==> config.mk <==
export PLATFORM = sky130hd
export DESIGN_NAME = pipeline_hazard_ctrl
export DESIGN_NICKNAME = d
export VERILOG_FILES = /design/src/rtl/pipeline_hazard_ctrl.sv
export SDC_FILE = /design/constraint.sdc
export NUM_CORES = 1
export LEC_CHECK = 0
export CAP_MARGIN = 40
export CORE_UTILIZATION = 52
export CTS_CLUSTER_SIZE = 25
export DETAILED_ROUTE_END_ITERATION = 10
export PLACE_DENSITY_LB_ADDON = 0.25
export REMOVE_ABC_BUFFERS = 1
export SLEW_MARGIN = 0
export SYNTH_ARGS = -nofsm -noshare
export SYNTH_HDL_FRONTEND = slang
export SYNTH_SLANG_ARGS = --single-unit
==> constraint.sdc <==
create_clock -name clk_i -period 5.8 [get_ports clk_i]
set_input_delay 0.58 -clock clk_i [delete_from_list [all_inputs] [get_ports clk_i]]
set_output_delay 0.58 -clock clk_i [all_outputs]
set_load 0.01 [all_outputs]
==> src/rtl/pipeline_hazard_ctrl.sv <==
// rtl/pipeline_hazard_ctrl.sv - pipeline stall/flush/enable sequencer with memory-freeze timeout
module pipeline_hazard_ctrl #(
   parameter int MEM_TIMEOUT = 16,
   parameter int CNT_W       = 16
) (
   input  logic             clk_i,
   input  logic             rst_i,
   input  logic             start_i,
   input  logic             IDEX_MemRead_i,
   input  logic [4:0]       IDEX_RdAddr_i,
   input  logic [4:0]       IFID_Rs1Addr_i,
   input  logic [4:0]       IFID_Rs2Addr_i,
   input  logic             branch_taken_i,
   input  logic             mem_req_i,
   input  logic             mem_ack_i,
   output logic             PC_write_o,
   output logic             IFID_write_o,
   output logic             IFID_flush_o,
   output logic             IDEX_write_o,
   output logic             IDEX_bubble_o,
   output logic             EXMEM_write_o,
   output logic             MEMWB_write_o,
   output logic             mem_busy_o,
   output logic             error_o,
   output logic [CNT_W-1:0] stall_cnt_o,
   output logic [CNT_W-1:0] flush_cnt_o
);

   localparam int WC_W = $clog2(MEM_TIMEOUT + 1);

   typedef enum logic [1:0] {IDLE, RUN, MEM_WAIT, ERROR} state_e;

   state_e           state_q, state_d;
   logic [WC_W-1:0]  wait_cnt_q, wait_cnt_d;
   logic [CNT_W-1:0] stall_cnt_q, stall_cnt_d;
   logic [CNT_W-1:0] flush_cnt_q, flush_cnt_d;
   logic             error_q, error_d;
   logic             freeze_req;
   logic             load_use;
   logic             stall_evt;

   assign freeze_req = mem_req_i & ~mem_ack_i;
   // x0 is hardwired zero, so a load targeting it never creates a dependency
   assign load_use = IDEX_MemRead_i && (IDEX_RdAddr_i != 5'd0) &&
                     ((IDEX_RdAddr_i == IFID_Rs1Addr_i) || (IDEX_RdAddr_i == IFID_Rs2Addr_i));

   always_ff @(posedge clk_i or posedge rst_i) begin
      if (rst_i) begin
         state_q     <= IDLE;
         wait_cnt_q  <= '0;
         stall_cnt_q <= '0;
         flush_cnt_q <= '0;
         error_q     <= 1'b0;
      end else begin
         state_q     <= state_d;
         wait_cnt_q  <= wait_cnt_d;
         stall_cnt_q <= stall_cnt_d;
         flush_cnt_q <= flush_cnt_d;
         error_q     <= error_d;
      end
   end

   always_comb begin
      state_d    = state_q;
      wait_cnt_d = wait_cnt_q;
      error_d    = error_q;
      case (state_q)
         IDLE: begin
            if (start_i) state_d = RUN;
         end
         RUN: begin
            if (freeze_req) begin
               state_d    = MEM_WAIT;
               wait_cnt_d = WC_W'(1);
            end else if (!start_i) begin
               state_d = IDLE;
            end
         end
         MEM_WAIT: begin
            if (mem_ack_i) begin
               state_d    = start_i ? RUN : IDLE;
               wait_cnt_d = '0;
            end else if (wait_cnt_q == WC_W'(MEM_TIMEOUT)) begin
               state_d = ERROR;
               error_d = 1'b1;
            end else begin
               wait_cnt_d = wait_cnt_q + WC_W'(1);
            end
         end
         ERROR: begin
            error_d = 1'b1;
         end
         default: state_d = IDLE;
      endcase
   end

   always_comb begin
      PC_write_o    = 1'b0;
      IFID_write_o  = 1'b0;
      IFID_flush_o  = 1'b0;
      IDEX_write_o  = 1'b0;
      IDEX_bubble_o = 1'b0;
      EXMEM_write_o = 1'b0;
      MEMWB_write_o = 1'b0;
      mem_busy_o    = 1'b0;
      stall_evt     = 1'b0;
      case (state_q)
         RUN: begin
            if (freeze_req) begin
               mem_busy_o = 1'b1;
               stall_evt  = 1'b1;
            end else if (load_use) begin
               IDEX_write_o  = 1'b1;
               IDEX_bubble_o = 1'b1;
               EXMEM_write_o = 1'b1;
               MEMWB_write_o = 1'b1;
               stall_evt     = 1'b1;
            end else begin
               PC_write_o    = 1'b1;
               IFID_write_o  = 1'b1;
               IFID_flush_o  = branch_taken_i;
               IDEX_write_o  = 1'b1;
               EXMEM_write_o = 1'b1;
               MEMWB_write_o = 1'b1;
            end
         end
         MEM_WAIT: begin
            // release cycle ignores hazards; they are re-evaluated once back in RUN
            if (mem_ack_i) begin
               PC_write_o    = 1'b1;
               IFID_write_o  = 1'b1;
               IDEX_write_o  = 1'b1;
               EXMEM_write_o = 1'b1;
               MEMWB_write_o = 1'b1;
            end else begin
               mem_busy_o = 1'b1;
               stall_evt  = 1'b1;
            end
         end
         default: ;
      endcase
   end

   always_comb begin
      stall_cnt_d = stall_cnt_q;
      flush_cnt_d = flush_cnt_q;
      if (stall_evt && (stall_cnt_q != '1)) stall_cnt_d = stall_cnt_q + CNT_W'(1);
      if (IFID_flush_o && (flush_cnt_q != '1)) flush_cnt_d = flush_cnt_q + CNT_W'(1);
   end

   assign error_o     = error_q;
   assign stall_cnt_o = stall_cnt_q;
   assign flush_cnt_o = flush_cnt_q;

endmodule

==> results of run 1 <==
-- cell type report --
cell class	instances	share of cell area
Multi-Input combinational cell	176	0.397
Sequential cell	40	0.330
Timing Repair Buffer	63	0.207
Clock buffer	8	0.0297
Tap cell	50	0.0206
Inverter	13	0.0161
-- cells by family (layout without fill, tap and decap cells) --
kind of cell | Yosys count | in the layout | synth area share
buf+inv | 22 | 84 | 0.0445
fa+ha+maj | 8 | 8 | 0.0434
xor+xnor | 41 | 41 | 0.156
flops | 40 | 40 | 0.434
mux | 6 | 6 | 0.0287
simple gates | 102 | 102 | 0.235
compound gates | 19 | 19 | 0.0591
-- through the flow --
stage | area, µm² | utilization | std cells
5_1_grt | 3030 | 0.737 | 350
6_report | 3030 | 0.737 | 350
2_1_floorplan | 2250 | - | 229
3_5_place_dp | 2940 | 0.715 | 342
3_3_place_gp | 2940 | 0.715 | 342
4_1_cts | 3030 | 0.737 | 350
-- worst max-delay path, stage by stage --
cell,delay (ns)
clkdlybuf4s50_1,0.47
or4_1,0.54
o21a_1,0.22
nand2_1,0.11
nand2_1,0.06
o32ai_1,0.30
clkdlybuf4s50_1,0.60
-- path summary, 6_finish.rpt --
| check | to | depth (start not counted) |
|---|---|---|
| min in group asynchronous | state_q[1]$_DFFE_PP0P_ | 3 |
| min reg2reg | error_o$_DFFE_PP0P_ | 2 |
| max reg2reg | stall_cnt_o[1]$_DFFE_PP0P_ | 7 |
| min | error_o$_DFFE_PP0P_ | 2 |
| max in group asynchronous | flush_cnt_o[3]$_DFFE_PP0P_ | 3 |
| max | IFID_write_o | 7 |
-- layer usage --
| metal | wire length [µm] | share of wire | up-vias | track usage |
|---|---|---|---|---|
| met1 | 2100 | 0.43 | 930 | 0.283 |
| li1 | - | - | 938 | - |
| met4 | 67 | 0.014 | 0 | 0.0964 |
| met5 | 0 | 0 | - | 0 |
| met3 | 460 | 0.094 | 6 | 0.0674 |
| met2 | 2250 | 0.46 | 81 | 0.369 |
-- sequential cells by signal, summed over array words and instances (netlist names) --
signal	count
error_o	1
flush_cnt_o	16
stall_cnt_o	16
state_q	2
wait_cnt_q	5
-- power groups by stage --
| stage | Clock [mW] | Combinational (mW) | Sequential [mW] |
|---|---|---|---|
| after global placement | 0 | 0.415 | 0.384 |
| after global routing | 0.206 | 0.468 | 0.391 |
| after detailed placement | 0 | 0.424 | 0.384 |
| after floorplan | 0 | 0.229 | 0.389 |
| after CTS | 0.197 | 0.428 | 0.381 |
| final | 0.191 | 0.423 | 0.381 |
-- cells in the mapped netlist (all sizes together), types with 6 or more instances --
cell and n:
o21ai 6, inv 13, xnor2 16, nor3 12
nor2 13, dfrtp 40, nand2 25, ha 8
nor4 12, and3 6, xor2 25, nand3 17
nand4 6
==> results.md, run 1 <==
- Distinct cells, synth: 36
- Root Buffer: clkbuf_8
- Register area: ~1000 µm²
- Commonest non-fill, non-tap cell in the layout: clkdlybuf4s50_1
- RePlAce Congestion: between 0.7 and 0.8
- Worst-margin pin slew: ~0.71 ns
- Post-synthesis sequential area ratio: 0.434
- Internal power: 634 µW
- Tot Pwr: 994 µW
- Vias in the first global route: between 1,500 and 2,000
- Via count: between 1,500 and 2,000
- Power share of the sequential group: 0.383
- Pleak: 1.36 nW
- CP Launch Point: IDEX_RdAddr_i[1]
- VDD IR max: around 240 µV
- Period Utilization, post-route: 0.596
- IO Port Bufs: 62
- Critical path peak fanout: 3
- Drt total wl: approximately 4900 µm
- Sw Pwr: about 360 µW
- Hold Startpoint: error_o$_DFFE_PP0P_
- Antenna cells: 0
- GRT overflow: 0
- Drt pass-1 iters: 5
- Commonest non-fill, non-tap cells in the layout: clkdlybuf4s50_1, dfrtp_1, nand2_1, xor2_1, nand3_1
- Startpoint of the worst-slack reg-to-reg timing path: state_q[1]$_DFFE_PP0P_
- Global-route wire length before repair: 7850 µm
- Layout cell share with drive strength beyond 1: 0.0600
- Initial antenna violation count: 0
- H-tree levels: 2
- Cts-stage hold buffer count: 0
- Core area: just over 4000 µm²
- Final worst setup slack: about 2.3 ns
- Clock group share of total power: 0.192
- ANT nets after route: 0
- Comb power frac: 0.425
- Syn_area_per_cell: between 9 and 10 µm²
- Critical path arrival: around 2.9 ns
- Placement-stage worst setup slack: 2.34 ns
- Max cap viols: 0
- Avg Vias per Cell: 5.59
- Startpoint Class: input port
- Final setup viols: 0
- Pins over their slew limit: 0
- # clock sinks: 40
- Final worst path period need: between 3 and 4 ns
- CTS tree: yes
- Largest net degree at the start of global routing: slightly above 40
- # fillers: 298
- Top cells by area, synth: dfrtp_1, xor2_1, xnor2_1
- Hold_ws: 0.492 ns
- Gr usage total: 0.228
- Die Area: about 4700 µm²
- F_max: about 290 MHz
- Yosys warns: 0
- Top cell type by total area after synthesis: dfrtp_1
- Wire length per cell: around 14 µm
- Final Hold Fails: 0
- Fraction of registers with async set or reset after synthesis: 1.00
- Post-synth top area share: 0.434
- Starting Density: 0.561
- Crit path capture type: output port
- Crit Path Class: input port to output port
- RSZ-0062 raised after global routing: false
- Switching Share: 0.362
- Syn Std Cell Area: roughly 2300 µm²
- Initial DRC count: roughly 100
- Clock Pin Slew Worst Setup and Hold Paths: approximately 0.070 ns
- Status: finished, final reports clean
- Post-Route Setup TNS: 0 ns
- Cell area power density: between 300 and 400 nW/µm²
- Post-synth EDFFs: 0
- Post-CTS Repair Setup Buffers: 0
- Reg2Reg Setup Slack: approximately 3.4 ns
- Syn-to-layout area delta: 31.5%
- #FFs+latches synth: 40
- IO Count: 63
- PostCTS Resize Cnt: 0
- CP Data Required Time: 5.22 ns
- Dpl hpwl: 3500 µm
- Worst min path class: flop to flop
- Die width: about 70 µm
- Final #Nets: 329
- Multi-input logic area: between 1000 and 1500 µm²
- Synth Instances: roughly 240
- Final setup skew: between 0.007 and 0.008 ns
- Clock latency on the worst-skew pair: between 0.2 and 0.3 ns
- Rel. slew slack: 0.524
- Maximum clock path buffer count: 2
- DIE HEIGHT: 68.6 µm
- Row count: 23
- # DRC: 0
- Dominant synthesized flop cell: dfrtp_1
- Cts bufs inserted: 5
Note: power is estimated with default switching activity, not from simulation.
==> run 2, diff against run 1 <==
- CORE_UTILIZATION: 52 -> 48
- clock period: 5.8 -> 3.2 ns (I/O delays scaled with it)
==> run 2 against run 1 <==
Effect of this change: the flow now finishes with violations (DRC); setup slack worse by 2.1 ns; first-iteration DRC count is 47% higher; non-clock buffer count is 2 higher; die area is 8.1% higher; utilization is 5.5 points lower.
==> results.md, run 2 (synthesized netlist as in run 1, its figures left out) <==
- Final setup viols: 0 (unchanged)
- Internal power: 1.15 mW (was 634 µW)
- Crit Path Class: input port to output port (unchanged)
- CP Data Required Time: 2.88 ns (was 5.22 ns)
- Worst min path class: input port to async pin (was flop to flop)
- Layout cell share with drive strength beyond 1: 0.0728 (was 0.0600)
- Root Buffer: clkbuf_8 (unchanged)
- Drt total wl: 4770 µm (was 4880 µm)
- Status: finished with violations (was finished, final reports clean)
- F_max: 339 MHz
- Die Area: 5090 µm² (was 4710 µm²)
- Gr usage total: 0.206 (was 0.228)
- Syn-to-layout area delta: 32.4% (was 31.5%)
- Period Utilization, post-route: 0.922
- Cts-stage hold buffer count: 0 (unchanged)
- Vias in the first global route: 1,859 (was 1,799)
- Clock Pin Slew Worst Setup and Hold Paths: 0.08 ns (was 0.07 ns)
- Maximum clock path buffer count: 2 (unchanged)
- IO Count: 63 (unchanged)
- GRT overflow: 0 (unchanged)
- Post-Route Setup TNS: 0 ns (unchanged)
- Startpoint Class: input port (unchanged)
- Avg Vias per Cell: 5.44 (was 5.59)
- Commonest non-fill, non-tap cell in the layout: clkdlybuf4s50_1 (unchanged)
- Drt pass-1 iters: 7 (was 5)
- Largest net degree at the start of global routing: 41 (unchanged)
- ANT nets after route: 0 (unchanged)
- Sw Pwr: 651 µW (was 360 µW)
- Starting Density: 0.516 (was 0.561)
- Post-CTS Repair Setup Buffers: 0 (unchanged)
- Cts bufs inserted: 5 (unchanged)
- Global-route wire length before repair: 8220 µm (was 7850 µm)
- Clock latency on the worst-skew pair: 0.29 ns (about the same)
- Die width: 71.3 µm (was 68.6 µm)
- Pleak: 1.37 nW (was 1.36 nW)
- H-tree levels: 2 (unchanged)
- Pins over their slew limit: 0 (unchanged)
- Crit-path cells: clkdlybuf4s50_1, or4_1, o21a_1, nand2_1, nand2_1, o32ai_1, clkdlybuf4s50_1 (unchanged)
- # DRC: 7 (was 0)
- DIE HEIGHT: 71.3 µm (was 68.6 µm)
- Core area: 4470 µm² (was 4120 µm²)
- IO Port Bufs: 62 (unchanged)
- Switching Share: 0.361 (was 0.362)
- Power share of the sequential group: 0.382 (was 0.383)
- Antenna cells: 0 (unchanged)
- Cell area power density: 590 nW/µm² (was 328 nW/µm²)
- Critical path arrival: 2.63 ns (was 2.88 ns)
- Comb power frac: 0.428 (was 0.425)
- # clock sinks: 40 (unchanged)
- Dpl hpwl: 3480 µm (was 3500 µm)
- Critical path peak fanout: 3 (unchanged)
- RePlAce Congestion: 0.831 (was 0.790)
- CTS tree: yes (unchanged)
- Initial antenna violation count: 0 (unchanged)
- Max cap viols: 0 (unchanged)
- Final #Nets: 331 (was 329)
- VDD IR max: 373 µV (was 235 µV)
- Commonest non-fill, non-tap cells in the layout: clkdlybuf4s50_1, dfrtp_1, nand2_1, xor2_1, nand3_1 (unchanged)
- Rel. slew slack: 0.525 (was 0.524)
- Worst-margin pin slew: 0.708 ns (was 0.714 ns)
- Max stage delay on crit path: 0.60 ns (about the same)
- PostCTS Resize Cnt: 0 (unchanged)
- Initial DRC count: 151 (was 103)
- Crit-path slowest cell: clkdlybuf4s50_1 (unchanged)
- RSZ-0062 raised after global routing: false (unchanged)
- Final setup skew: 0.00963 ns (was 0.00791 ns)
- Tot Pwr: 1.80 mW (was 994 µW)
- Failing checks: DRC
- Via count: 1,925 (was 1,955)
- Final worst path period need: 2.95 ns
- Row count: 24 (was 23)
- Crit path capture type: output port (unchanged)
- Wire length per cell: 13.5 µm (was 13.9 µm)
- Final Hold Fails: 0 (unchanged)
- Clock group share of total power: 0.190 (was 0.192)
[run 2: cell count changes in the layout (fill, tap and decap cells not counted)]
cell,before,now
buf_4,1,3
clkbuf_1,2,0
clkinv_2,0,2
[run 2: through the flow]
stage               worst slack [ns]  cells  cell area (µm²)   util  hold slack, ns
global route                   0.163    354             3050  0.683           0.508
detailed placement             0.230    346             2960  0.662           0.485
global placement               0.278    346             2960  0.662           0.476
CTS                            0.228    354             3050  0.683           0.471
floorplan                       1.00    229             2250      -           0.505
finish                         0.249    354             3050  0.683           0.459
[run 2: power groups by stage]
stage | logic [mW] | registers (mW) | clock network [mW]
detailed placement | 0.774 | 0.696 | 0
global placement | 0.759 | 0.695 | 0
global route | 0.852 | 0.701 | 0.378
CTS | 0.777 | 0.687 | 0.355
floorplan | 0.416 | 0.704 | 0
finish | 0.771 | 0.687 | 0.343
[run 2: worst paths after layout]
kind	start	end	slack, ns	cells after the start
max	IDEX_RdAddr_i[1]	PC_write_o	0.25	7
min	rst_i	error_o$_DFFE_PP0P_	0.46	3
max reg2reg	state_q[1]$_DFFE_PP0P_	stall_cnt_o[1]$_DFFE_PP0P_	0.93	8
min reg2reg	flush_cnt_o[8]$_DFFE_PP0P_	flush_cnt_o[8]$_DFFE_PP0P_	0.49	1
max in group asynchronous	rst_i	flush_cnt_o[15]$_DFFE_PP0P_	2.39	3
min in group clk_i	flush_cnt_o[8]$_DFFE_PP0P_	flush_cnt_o[8]$_DFFE_PP0P_	0.49	1
[run 2: critical path: cells and delay by family]
kind                   cells  cell delay, ns
and+or+nand+nor            3            0.72
buffers and inverters      2            1.06
AOI/OAI and AO/OA          2            0.53
[run 2: area by class of cell]
| cell class | count | area (µm²) |
|---|---|---|
| clock buffer | 6 | 82.6 |
| fill | 372 | 1420 |
| multi-input combinational | 176 | 1200 |
| sequential | 40 | 1000 |
| tap | 52 | 65.1 |
| inverter | 13 | 48.8 |
| timing repair buffer | 65 | 643 |
| clock inverter | 2 | 10.0 |
[run 2: per-layer routing]
metal | wire length (µm) | global-route usage | share of wire | up-vias
li1 | - | - | - | 942
met1 | 2150 | 0.261 | 0.45 | 915
met2 | 2250 | 0.340 | 0.47 | 62
met3 | 315 | 0.0577 | 0.066 | 6
met4 | 55 | 0.0689 | 0.012 | 0
met5 | 0 | 0 | 0 | -
==> run 3, diff against run 2 <==
- ABC_AREA: unset -> 1
- CORE_UTILIZATION: 48 -> 51
==> run 3 against run 2 <==
Effect of this change: the flow now finishes without violations; sequential power shrank 4.1%; design area grew 15%; utilization shrank 0.19 points; via count grew 41%; synthesized cell count grew 65%; die area grew 12%; non-clock buffer count grew 1; critical path depth is the same; total power shrank 5.6%; clock skew shrank 0.0033 ns; flip-flop and latch count is the same; highest routed layer unchanged.
==> results.md, run 3 <==
- RSZ-0062 raised after global routing: false (unchanged)
- Avg Vias per Cell: 5.15 (was 5.44)
- Post-CTS Repair Setup Buffers: 0 (unchanged)
- F_max: 386 MHz (was 339 MHz)
- Global-route wire length before repair: 9880 µm (was 8220 µm)
- Crit Path Class: flop to output port (was input port to output port)
- #FFs+latches synth: 40 (unchanged)
- Distinct cells, synth: 29 (was 36)
- DIE HEIGHT: 75.7 µm (was 71.3 µm)
- Final setup viols: 0 (unchanged)
- Critical path peak fanout: 5 (was 3)
- Via count: 2,708 (was 1,925)
- Layout cell share with drive strength beyond 1: 0.0417 (was 0.0728)
- Maximum clock path buffer count: 2 (unchanged)
- Initial DRC count: 154 (was 151)
- Initial antenna violation count: 0 (unchanged)
- Hold_ws: 0.460 ns (was 0.459 ns)
- Die width: 75.7 µm (was 71.3 µm)
- Core area: 5170 µm² (was 4470 µm²)
- IO Count: 63 (unchanged)
- Pleak: 1.69 nW (was 1.37 nW)
- Crit-path slowest cell: clkdlybuf4s50_1 (unchanged)
- ANT nets after route: 0 (unchanged)
- Rel. slew slack: 0.648 (was 0.525)
- Starting Density: 0.535 (was 0.516)
- Root Buffer: clkbuf_8 (unchanged)
- Period Utilization, post-route: 0.809 (was 0.922)
- # DRC: 0 (was 7)
- Syn-to-layout area delta: 27.3% (was 32.4%)
- Max stage delay on crit path: 0.53 ns (was 0.60 ns)
- Max cap viols: 0 (unchanged)
- Top cell type by total area after synthesis: dfrtp_1 (unchanged)
- Startpoint of the worst-slack reg-to-reg timing path: state_q[0]$_DFFE_PP0P_ (was state_q[1]$_DFFE_PP0P_)
- Drt pass-1 iters: 4 (was 7)
- Post-synth EDFFs: 0 (unchanged)
- Vias in the first global route: 2,328 (was 1,859)
- Post-Route Setup TNS: 0 ns (unchanged)
- Commonest non-fill, non-tap cells in the layout: nand2_1, clkdlybuf4s50_1, inv_1, dfrtp_1, nand3_1 (was clkdlybuf4s50_1, dfrtp_1, nand2_1, xor2_1, nand3_1)
- CP dominant cell by count: inv_1
- GRT overflow: 0 (unchanged)
- Reg2Reg Setup Slack: 0.91 ns (was 0.93 ns)
- Crit path depth: 7 (unchanged)
- Dominant synthesized flop cell: dfrtp_1 (unchanged)
- H-tree levels: 2 (unchanged)
- PostCTS Resize Cnt: 0 (unchanged)
- Post-synth top area share: 0.362 (was 0.434)
- Crit-path cells: inv_1, ha_1, inv_1, nor2_1, o21ai_0, inv_1, clkdlybuf4s50_1 (was clkdlybuf4s50_1, or4_1, o21a_1, nand2_1, nand2_1, o32ai_1, clkdlybuf4s50_1)
- IO Port Bufs: 62 (unchanged)
- Final setup skew: 0.00633 ns (was 0.00963 ns)
- Final #Nets: 485 (was 331)
- Post-synthesis sequential area ratio: 0.362 (was 0.434)
- Worst-margin pin slew: 0.526 ns (was 0.708 ns)
- Worst min path class: input port to async pin (unchanged)
- Largest net degree at the start of global routing: 41 (unchanged)
- RePlAce Congestion: 0.863 (was 0.831)
- Cell area power density: 483 nW/µm² (was 590 nW/µm²)
- Fraction of registers with async set or reset after synthesis: 1.00 (unchanged)
- Yosys warns: 0 (unchanged)
- Status: finished, final reports clean (was finished with violations)
- Antenna cells: 0 (unchanged)
- Family with the most delay on the worst path: buffers and inverters (unchanged)
- Cts-stage hold buffer count: 0 (unchanged)
- Drt total wl: 6050 µm (was 4770 µm)
- Pins over their slew limit: 0 (unchanged)
- Commonest non-fill, non-tap cell in the layout: nand2_1 (was clkdlybuf4s50_1)
- Gr usage total: 0.225 (was 0.206)
- Wire length per cell: 11.5 µm (was 13.5 µm)
- Syn_area_per_cell: 7.04 µm² (was 9.69 µm²)
- CP Data Required Time: 2.88 ns (about the same)
- Dpl hpwl: 4460 µm (was 3480 µm)
- Final worst path period need: 2.59 ns (was 2.95 ns)
- Synth Instances: 393 (was 238)
- Most frequent cell after synthesis: nand2_1 (was dfrtp_1)
- Top cells by area, synth: dfrtp_1, nand2_1, inv_1 (was dfrtp_1, xor2_1, xnor2_1)
- Startpoint Class: flop (was input port)
- Critical path arrival: 2.27 ns (was 2.63 ns)
- # clock sinks: 40 (unchanged)
- Cts bufs inserted: 5 (unchanged)
- R2r endpoint: stall_cnt_o[3]$_DFFE_PP0P_ (was stall_cnt_o[1]$_DFFE_PP0P_)
- Die Area: 5720 µm² (was 5090 µm²)
- VDD IR max: 426 µV (was 373 µV)
- FF-to-FF path depth: 10 (was 8)
- Row count: 26 (was 24)
- Final Hold Fails: 0 (unchanged)
- Commonest cells post-synth: nand2_1, inv_1, dfrtp_1 (was dfrtp_1, nand2_1, xor2_1)
- Clock Pin Slew Worst Setup and Hold Paths: 0.07 ns (was 0.08 ns)
- Crit path capture type: output port (unchanged)
- Clock latency on the worst-skew pair: 0.29 ns (about the same)
- CTS tree: yes (unchanged)
- Syn Std Cell Area: 2770 µm² (was 2310 µm²)
- Worst Path Buf+Inv: 4 (was 2)
- # fillers: 432 (was 372)
run 3: changes by cell type in the layout (fill, tap and decap cells not counted), moves of 3 or more:
cell | before | now
nor3_1 | 12 | 17
xor2_1 | 25 | 13
nand3_1 | 17 | 30
inv_1 | 13 | 51
and3_1 | 6 | 0
nand4_1 | 6 | 24
nor4_1 | 10 | 0
xnor2_1 | 16 | 9
nand3b_1 | 0 | 3
mux2_2 | 5 | 0
nand2_1 | 25 | 134
nor2_1 | 13 | 28
nand2b_1 | 3 | 0
run 3: metal layers:
metal	GRT usage	wire, µm	part of all wire	up-vias
met5	0	0	0	-
met3	0.0423	262	0.043	11
met1	0.278	2750	0.45	1240
li1	-	-	-	1387
met4	0.0864	88	0.015	0
met2	0.390	2950	0.49	70
run 3: stage by stage:
| step | util | worst slack, ns | std cells | area (µm²) | power (mW) |
|---|---|---|---|---|---|
| after CTS | 0.681 | 0.572 | 526 | 3520 | 1.72 |
| after global routing | 0.681 | 0.388 | 526 | 3520 | 1.83 |
| final | 0.681 | 0.610 | 526 | 3520 | 1.70 |
| after floorplan | - | 1.07 | 382 | 2700 | 1.06 |
| after global placement | 0.664 | 0.727 | 518 | 3440 | 1.36 |
| after detailed placement | 0.664 | 0.659 | 518 | 3440 | 1.38 |
run 3: layout make-up:
type / count / area, µm² / area share
inverters: 51 / 191 / 0.0544
repair buffers: 66 / 651 / 0.185
flip-flops and latches: 40 / 1000 / 0.284
clock buffers: 7 / 76.3 / 0.0217
well taps: 70 / 87.6 / 0.0249
clock inverters: 1 / 8.76 / 0.00249
multi-input cells: 291 / 1510 / 0.428
run 3: logic make-up (layout without fill, tap and decap cells):
group | after synthesis | after routing | synth area share
AO/OA/AOI/OAI | 15 | 15 | 0.0303
XOR/XNOR | 22 | 22 | 0.0697
adder cells (fa/ha/maj) | 8 | 8 | 0.0362
buffers and inverters | 62 | 125 | 0.0941
flip-flops | 40 | 40 | 0.362
AND/OR/NAND/NOR | 246 | 246 | 0.408
run 3: worst reg2reg max path: stages, from the launching register on:
cell and delay, ns:
dfrtp_1 0.41, inv_1 0.09, ha_1 0.24, inv_1 0.11
nor2_1 0.28, o21ai_0 0.24, nand2_1 0.11, buf_4 0.25
nand2_1 0.27, nand2_1 0.13, nand2_1 0.06
run 3: power by group:
group	switching [mW]	internal, mW
Clock	0.176	0.156
Sequential	0.0884	0.571
Combinational	0.389	0.320
Total	0.653	1.05
run 3: worst max-delay path by stage:
stage,startpoint,endpoint,slack (ns)
3_3_place_gp,mem_ack_i,PC_write_o,0.73
4_1_cts,state_q[1]$_DFFE_PP0P_,PC_write_o,0.57
3_5_place_dp,mem_ack_i,IFID_write_o,0.66
5_1_grt,state_q[0]$_DFFE_PP0P_,mem_busy_o,0.39
2_1_floorplan,state_q[1]$_DFFE_PP0P_,IFID_write_o,1.07
6_report,state_q[0]$_DFFE_PP0P_,mem_busy_o,0.61
